<file path="config.mk">
export PLATFORM = sky130hd
export DESIGN_NAME = down_timer8
export DESIGN_NICKNAME = d
export VERILOG_FILES = /design/src/rtl/down_timer8_pkg.sv /design/src/rtl/down_timer8_subone.sv /design/src/rtl/down_timer8.sv
export SDC_FILE = /design/constraint.sdc
export NUM_CORES = 1
export LEC_CHECK = 0
export CAP_MARGIN = 20
export CELL_PAD_IN_SITES_DETAIL_PLACEMENT = 0
export CELL_PAD_IN_SITES_GLOBAL_PLACEMENT = 1
export CORE_ASPECT_RATIO = 1.1
export CORE_MARGIN = 1.5
export CORE_UTILIZATION = 38
export DETAILED_ROUTE_END_ITERATION = 12
export GPL_ROUTABILITY_DRIVEN = 0
export GPL_TIMING_DRIVEN = 0
export PLACE_DENSITY = 0.84
export SYNTH_ARGS = -nofsm -noshare
export SYNTH_HDL_FRONTEND = slang
export SYNTH_SLANG_ARGS = --single-unit
</file>
<file path="constraint.sdc">
create_clock -name clk_i -period 2.7 [get_ports clk_i]
set_clock_uncertainty 0.1 [all_clocks]
set_input_delay 0.405 -clock clk_i [delete_from_list [all_inputs] [get_ports clk_i]]
set_output_delay 0.405 -clock clk_i [all_outputs]
set_load 0.005 [all_outputs]
</file>
<file path="src/rtl/down_timer8_pkg.sv">
// Shared definitions for the 8-bit down-counter/timer: controller state
// encoding and the default counter width.
package down_timer8_pkg;

   localparam int WIDTH_DEF = 8;

   typedef enum logic [1:0] {
      IDLE = 2'd0,
      RUN  = 2'd1,
      DONE = 2'd2
   } state_e;

endpackage

</file>
<file path="src/rtl/down_timer8_subone.sv">
// Combinational WIDTH-bit decrement (modulo 2^WIDTH); the controller keeps it
// from ever being used at zero.
module down_timer8_subone
   import down_timer8_pkg::*;
#(
   parameter int WIDTH = WIDTH_DEF
) (
   input  logic [WIDTH-1:0] in_i,
   output logic [WIDTH-1:0] out_o
);

   localparam logic [WIDTH-1:0] ONE = {{(WIDTH-1){1'b0}}, 1'b1};

   assign out_o = in_i - ONE;

endmodule

</file>
<file path="src/rtl/down_timer8.sv">
// Programmable down-counter/timer: load, start/stop, optional auto-reload and a
// registered one-cycle terminal-count pulse.
module down_timer8
   import down_timer8_pkg::*;
#(
   parameter int WIDTH = WIDTH_DEF
) (
   input  logic             clk_i,
   input  logic             reset_ni,
   input  logic             load_i,
   input  logic [WIDTH-1:0] load_val_i,
   input  logic             start_i,
   input  logic             stop_i,
   input  logic             auto_rl_i,
   output logic [WIDTH-1:0] count_o,
   output logic             busy_o,
   output logic             done_o,
   output logic             tc_o
);

   localparam logic [WIDTH-1:0] ZERO = '0;
   localparam logic [WIDTH-1:0] ONE  = {{(WIDTH-1){1'b0}}, 1'b1};

   state_e           state_q, state_d;
   logic [WIDTH-1:0] count_q, count_d;
   logic [WIDTH-1:0] reload_q, reload_d;
   logic             tc_q, tc_d;
   logic [WIDTH-1:0] count_dec;

   down_timer8_subone #(.WIDTH(WIDTH)) u_subone (
      .in_i  (count_q),
      .out_o (count_dec)
   );

   always_ff @(posedge clk_i or negedge reset_ni) begin
      if (!reset_ni) begin
         state_q  <= IDLE;
         count_q  <= ZERO;
         reload_q <= ZERO;
         tc_q     <= 1'b0;
      end else begin
         state_q  <= state_d;
         count_q  <= count_d;
         reload_q <= reload_d;
         tc_q     <= tc_d;
      end
   end

   // Command priority: load, then stop, then start / free-running count.
   always_comb begin
      state_d  = state_q;
      count_d  = count_q;
      reload_d = reload_q;
      tc_d     = 1'b0;
      if (load_i) begin
         count_d  = load_val_i;
         reload_d = load_val_i;
         state_d  = IDLE;
      end else if (stop_i) begin
         if (state_q == RUN) begin
            state_d = IDLE;
         end
      end else begin
         case (state_q)
            IDLE: begin
               if (start_i) begin
                  if (count_q != ZERO) begin
                     state_d = RUN;
                  end else begin
                     state_d = DONE;
                     tc_d    = 1'b1;
                  end
               end
            end
            RUN: begin
               if (count_q > ONE) begin
                  count_d = count_dec;
               end else if (count_q == ONE && auto_rl_i && reload_q != ZERO) begin
                  count_d = reload_q;
                  tc_d    = 1'b1;
               end else begin
                  count_d = ZERO;
                  state_d = DONE;
                  tc_d    = (count_q == ONE);
               end
            end
            DONE: begin
               count_d = ZERO;
               if (start_i) begin
                  if (reload_q != ZERO) begin
                     count_d = reload_q;
                     state_d = RUN;
                  end else begin
                     tc_d = 1'b1;
                  end
               end
            end
            default: begin
               state_d = IDLE;
            end
         endcase
      end
   end

   assign count_o = count_q;
   assign busy_o  = (state_q == RUN);
   assign done_o  = (state_q == DONE);
   assign tc_o    = tc_q;

endmodule

</file>
* Word level (Yosys, flattened, before mapping)
Cells that the tools add are included.
Cells by class: add/sub/neg operators 1, multiplexer cells 26, order comparisons 1, reduce and logical (&&, ||, !) cells 8, eq/ne operators 10
Operators by type and width (number):
- two-way mux 8 bit | 6
- two-way mux 2 bit | 9
- inequality test 4 bit (second input constant) | 4
- one-hot mux 8 bit (2 select lines) | 1
- nonzero test 8 bit | 2
- == test 8 x 1 -> 1 bit (second input constant) | 1
- > comparator 8 x 1 -> 1 bit (second input constant) | 1
- two-way mux 1 bit | 8
- subtractor 8 x 1 -> 8 bit (second input constant) | 1
- one-hot mux 2 bit (3 select lines) | 1
- AND reduction 6 bit | 1
- inequality test 4 x 3 -> 1 bit (second input constant) | 1
- inequality test 3 x 2 -> 1 bit (second input constant) | 1
- one-hot mux 1 bit (3 select lines) | 1
- nonzero test 3 bit | 1
- == test 2 x 1 -> 1 bit (second input constant) | 1
- == test 2 bit (second input constant) | 1
- logical AND 1 bit | 2
- logical NOT 2 bit | 1
- inequality test 2 bit (second input constant) | 1
- AND reduction 2 bit | 1
Storage, ports and cells: output and inout bits 11, register bits after elaboration 19

* Logic depth before layout (Yosys ltp)
Gate-level depths: netlist of the first run.
depth after elaboration 8, mapped depth 8

* By module
From an unflattened synthesis of the first run, not the netlist that was laid out.
Second synthesis, totals: cells, all modules 143, area total of the unflattened synthesis 1300.0 µm²
By module, submodules not included:
- down_timer8 | cells an instance 125, area each 1153.6 µm², sequential area each 475.5 µm², times used 1
- down_timer8_subone | cells an instance 18, area each 146.4 µm², sequential area each 0.0 µm², times used 1

* Worst setup path before layout of the first run
Ideal clock, no wire load.
kind register to register, start point reg count_q[4], in the netlist count_o[4], end point reg count_q[5], in the netlist count_o[5], period minus slack after synthesis 1.947 ns, setup slack 0.753 ns, required time 2.474 ns, arrival time 1.721 ns, stages on the path, launching flop included 5, cell sequence dfrtp_1 -> or4_4 -> nor4_4 -> nor2_1 -> a221o_1
Between the ends: cells in the longest elaborated chain, start to end 8, elaborated cells between the ends (all ways) 10
RTL lines:
- start: declaration | line down_timer8.sv:25 | logic [WIDTH-1:0] count_q, count_d;
- start signal: assignment | line down_timer8.sv:43 | count_q <= count_d;
- branches (longest 4 deep; another with subtractor 8 x 1 -> 8 bit)
- two-way mux 8 bit * | line down_timer8.sv:76 | if (count_q > ONE) begin
- one-hot mux 8 bit (2 select lines) * | line down_timer8.sv:64 | case (state_q)
- two-way mux 8 bit * | line down_timer8.sv:59 | end else if (stop_i) begin
- two-way mux 8 bit * | line down_timer8.sv:55 | if (load_i) begin
Every way passes the cells marked *. The select of a mux whose other input is x is not followed. A chain may end at the register's enable or synchronous reset.

* Worst setup path in the final report of the first run
start point reg state_q[1], end point out done_o
Between the ends: cells in the longest elaborated chain, start to end 1
RTL lines:
- start: declaration | line down_timer8.sv:24 | state_e state_q, state_d;
- start signal: assignment | line down_timer8.sv:42 | state_q <= state_d;
- == test 2 bit | line down_timer8.sv:107 | assign done_o = (state_q == DONE);
- end: declaration | line down_timer8.sv:17 | output logic done_o,
No other way between the ends.

==> flow_metrics.tcl, run 1 <==
set metrics [dict create \
    outcome "complete, no violations" \
    cts_made_buffers 3 \
    dpl.hpwl_mm 2.62 \
    power_density_mw_per_mm2 457 \
    final_common_cell "clkdlybuf4s50_1" \
    dpl_cell_area_mm2 0.00157 \
    cts_root_buf "clkbuf_4" \
    cp-end-kind "output port" \
    finalCritPeriodShare_pct 91.2 \
    drtIter0Drc 52 \
    crit_path_end "done_o" \
    synth_cell_types 42 \
    ys_seq_elements 19 \
    gr-total-overflow 0 \
    layout_common_cells "clkdlybuf4s50_1 (24), dfrtp_1 (19), nand2_1 (12), nor2_1 (10)" \
    area_growth_pct 24.2 \
    synthSimpleGateAreaFrac_pct 24.0 \
    grt_setup_unrepaired "false" \
    grt_pass1_vias 1193 \
    wl_met2_mm 1.70 \
    total_power_mw 0.729 \
    required_ps 2190 \
    drive_gt1_share_pct 11.0 \
    cts_max_path_buffers 2 \
    reg2reg_depth 5 \
    synth_warnings 0 \
    top_layer_used "met4" \
    fin_area_mm2 0.00159 \
    crit_arrival_ps 1960 \
    dp.cells 202 \
    crit_type "reg -> out" \
    drc 0 \
    antenna_found_initial 0 \
    initial_core_util_pct 41.0 \
    synth_area_mm2 0.00128 \
    synthCells 144 \
    core_area_mm2 0.00313 \
    tns_ps 0 \
    postRouteWirelength_mm 3.45 \
    cts_tree "built" \
    r2r_slack_ps 550 \
    io_buffers 24 \
    vias 1248 \
    met1_length_mm 1.56 \
    cts_sinks 19 \
    first_pass_iters 4 \
    start_kind "register" \
    route.met3.wl_um 140 \
    nNetsFinal 190 \
    reg2reg_from "count_o[4]" \
    max-slew-margin-rel_pct 41.8 \
    hold_path_class "reg -> reg" \
    synth_top_family_by_area "simple AND/OR/NAND/NOR gates" \
    wl_per_cell_um 16.7 \
    cap_viol_max_count 0 \
    synthFlopType "dfrtp_1" \
    min_period_ps 2460 \
    setup_violations 0 \
    ant_nets 0 \
    die-area_mm2 0.00373 \
    final_cells 206 \
    synth_edf_count 0 \
    num_rows 21 \
    ctsHoldBuffers 0 \
    hold_viol_final 0 \
    worst_pin_slew_ps 870 \
    async_flop_share_pct 100 \
    multi_input_area_um2 752 \
    cts_setup_buffers 0 \
    critPathMaxFanout 10 \
    synth-xor-area-share_pct 3.41 \
    grt_pass1_wl_mm 5.89 \
    yosysSeqAreaShare_pct 37.1 \
    clkLatencyLatePin_ps 300 \
    synth_mux_area_share_pct 5.27 \
    syn-num-nets 161 \
    cts.clk_slew.worst_paths_ps 120 \
    grtUsageTotal_pct 20.2 \
    num-fill-cells 299 \
    via_per_inst 6.06 \
    clock.fmax_mhz 406 \
    synth_compound_area_share_pct 23.0 \
    worst_slack_ps 239 \
    cts_resized 0 \
    seqCellArea_um2 475 \
    ios 25 \
    die_y_um 63.9 \
    place_ws_ps 200 \
    slew_violations 0 \
    vdd_drop_max_mv 0.233 \
    htreeDepth 1 \
    dieWidth_um 58.4 \
    syn_area_per_cell_um2 8.91 \
    diodes 0 \
    synth_fa_ha_area_share_pct 2.93 \
    power_leakage_nw 0.625 \
    crit_start "state_q[1]" \
    r2r_end "count_o[6]" \
    grt_start_max_net_pins 20 \
]
-- cells by family (layout without fill, tap and decap cells) --
| logic type | Yosys count | count (layout) |
|---|---|---|
| fa+ha+maj | 3 | 3 |
| compound gates | 42 | 42 |
| mux | 6 | 6 |
| buf+inv | 14 | 42 |
| simple gates | 55 | 55 |
| xor+xnor | 5 | 5 |
| flops | 19 | 19 |
-- cell type report --
type | instances | area share, %
Buffer | 6 | 1.57
Clock buffer | 3 | 1.41
Clock inverter | 1 | 0.314
Inverter | 8 | 1.89
Multi-Input combinational cell | 111 | 47.2
Sequential cell | 19 | 29.9
Tap cell | 34 | 2.67
Timing Repair Buffer | 24 | 15.1
-- how the worst min path moves through the flow --
stage / start / endpoint / depth (start not counted) / slack, ps
after floorplan: reset_ni / count_o[0] / 0 / 9
after global placement: reload_q[5] / count_o[5] / 1 / 430
after detailed placement: reload_q[5] / count_o[5] / 1 / 430
after CTS: reload_q[5] / count_o[5] / 1 / 460
after global routing: reload_q[5] / count_o[5] / 1 / 480
final: reload_q[5] / count_o[5] / 1 / 460
-- synth_stat cells, types with 2 or more instances --
cell type | number | area share (%)
a21oi_1 | 5 | 2.0
a221o_1 | 2 | 1.6
a221oi_1 | 2 | 1.4
a22o_1 | 2 | 1.4
a22oi_1 | 3 | 1.8
a32oi_1 | 2 | 1.4
and2_1 | 2 | 0.98
buf_2 | 2 | 0.78
clkbuf_1 | 3 | 0.88
dfrtp_1 | 19 | 37
ha_1 | 3 | 2.9
inv_1 | 8 | 2.3
mux2_2 | 6 | 5.3
nand2_1 | 12 | 3.5
nand2b_1 | 5 | 2.4
nand3_1 | 8 | 3.1
nor2_1 | 10 | 2.9
nor2b_1 | 2 | 0.98
nor3_1 | 4 | 1.6
nor4_1 | 4 | 2.0
o21ai_0 | 7 | 2.7
o21ai_1 | 5 | 2.0
o311a_1 | 2 | 1.6
o31ai_1 | 4 | 2.3
or4_4 | 2 | 1.8
xnor2_1 | 2 | 1.4
xor2_1 | 3 | 2.0
-- worst max-delay path: stages (launching register included) --
cell	delay, ps
dfrtp_1	350
clkbuf_1	280
nand2b_1	170
inv_1	100
buf_2	220
clkdlybuf4s50_1	540
-- through the flow --
stage	hold slack (ps)	utilization, %
global placement	432	50.1
floorplan	9.41	-
detailed placement	430	50.1
global route	479	50.9
CTS	459	50.9
finish	455	50.9
-- power by group --
part,total [mW],switching (mW),internal (mW)
clock,0.151,0.0956,0.0552
sequential,0.355,0.0422,0.313
combinational,0.222,0.108,0.114
total,0.729,0.246,0.482
-- per-layer routing --
metal	vias up	GRT usage, %
met4	0	6.10
met1	615	29.2
met5	-	0
li1	592	-
met3	4	1.21
met2	37	32.0
-- state kept, by name, summed over array words and instances (netlist names) --
signal,count
tc_o,1
reload_q,8
state_q,2
count_o,8
No activity file was read; power rests on OpenSTA's default activity.
==> run 2: changes to the inputs <==
Settings changed: CAP_MARGIN 20 to not set, CORE_ASPECT_RATIO 1.1 to 1.2.
==> run 2 against run 1 <==
Die area about the same. Fmax rose by 0.81%. Clock power hardly changed. Largest power group unchanged. Final cell count increased by 0.97%. Flip-flop and latch count is the same. Non-clock buffer count unchanged. Hold slack improved by 5.5 ps. Highest routed layer unchanged. Largest cell class unchanged. Combinational power hardly changed.
==> flow_metrics.tcl, run 2 (synthesis gave the netlist of run 1 again) <==
set metrics [dict create \
    nNetsFinal 190 \
    ctsHoldBuffers 0 \
    finalCritPeriodShare_pct 90.4 \
    vdd_drop_max_mv 0.243 \
    cts_tree "built" \
    hold_path_class "reg -> reg" \
    critPathMaxFanout 10 \
    io_buffers 24 \
    num_rows 22 \
    cts_root_buf "clkbuf_4" \
    ant_nets 0 \
    power_leakage_nw 0.625 \
    cp-end-kind "output port" \
    grt_setup_unrepaired "false" \
    crit_type "reg -> out" \
    die-area_mm2 0.00373 \
    die_y_um 66.6 \
    drc 0 \
    postRouteWirelength_mm 3.39 \
    cts_resized 0 \
    area_growth_pct 24.4 \
    cts_max_path_buffers 2 \
    grt_pass1_vias 1125 \
    max-slew-margin-rel_pct 39.0 \
    total_power_mw 0.726 \
    cts_setup_buffers 0 \
    min_period_ps 2440 \
    diodes 0 \
    grt_pass1_wl_mm 5.34 \
    setup_violations 0 \
    grt_start_max_net_pins 20 \
    first_pass_iters 4 \
    layout_common_cells "clkdlybuf4s50_1 (24), dfrtp_1 (19), nand2_1 (12), nor2_1 (10)" \
    ios 25 \
    power_density_mw_per_mm2 455 \
    worst_pin_slew_ps 913 \
    wl_per_cell_um 16.3 \
    cts_sinks 19 \
    grtUsageTotal_pct 18.5 \
    drive_gt1_share_pct 11.0 \
    vias 1227 \
    initial_core_util_pct 40.9 \
    slew_violations 0 \
    crit_arrival_ps 1940 \
    htreeDepth 1 \
    tns_ps 0 \
    dieWidth_um 56.0 \
    final_cells 208 \
    cap_viol_max_count 0 \
    final_common_cell "clkdlybuf4s50_1" \
    start_kind "register" \
    cts.clk_slew.worst_paths_ps 110 \
    dpl.hpwl_mm 2.60 \
    core_area_mm2 0.00314 \
    clkLatencyLatePin_ps 300 \
    clock.fmax_mhz 410 \
    gr-total-overflow 0 \
    hold_viol_final 0 \
    required_ps 2190 \
    drtIter0Drc 35 \
    via_per_inst 5.90 \
    r2r_slack_ps 510 \
    outcome "complete, no violations" \
    cts_made_buffers 3 \
    antenna_found_initial 0 \
    dp.cells 204 \
]
==> run 2: per-layer routing <==
metal	global-route usage (%)	part of all wire, %
met1	23.6	45
met4	5.36	1.1
met3	2.14	4.0
met5	0	0
met2	33.1	49
==> run 2: layout make-up <==
type / instances / area [um2]
inverter: 8 / 30.0
sequential: 19 / 475
timing repair buffer: 24 / 240
fill: 325 / 1540
buffer: 6 / 25.0
clock buffer: 3 / 22.5
clock inverter: 1 / 5.00
multi-input combinational: 111 / 752
tap: 36 / 45.0
==> run 2: final timing paths <==
path,from,endpoint,cells past startpoint
max,state_q[1],done_o,5
min,reload_q[3],reload_q[3],1
max reg2reg,count_o[4],count_o[4],4
min reg2reg,reload_q[3],reload_q[3],1
max in group asynchronous,reset_ni,tc_o,1
min in group asynchronous,reset_ni,reload_q[7],1
==> run 2: per-stage QoR <==
step | instance area (um2) | util, % | setup slack [ps] | hold WS (ps)
6_report | 1600 | 50.8 | 259 | 461
5_1_grt | 1600 | 50.8 | 105 | 492
4_1_cts | 1600 | 50.8 | 265 | 460
3_5_place_dp | 1570 | 50.0 | 241 | 436
3_3_place_gp | 1570 | 50.0 | 230 | 425
2_1_floorplan | 1280 | - | 753 | 9.41
==> run 2: critical path, cell delays in order, from the launching register on <==
cell,delay [ps]
dfrtp_1,340
clkbuf_1,280
nand2b_1,170
inv_1,100
buf_2,210
clkdlybuf4s50_1,540
==> run 2: power breakdown <==
part | switching (mW) | internal [mW] | total, mW | leakage (nW)
Combinational | 0.107 | 0.114 | 0.221 | 0.377
Clock | 0.0957 | 0.0552 | 0.151 | 0.0177
Sequential | 0.0417 | 0.313 | 0.355 | 0.231
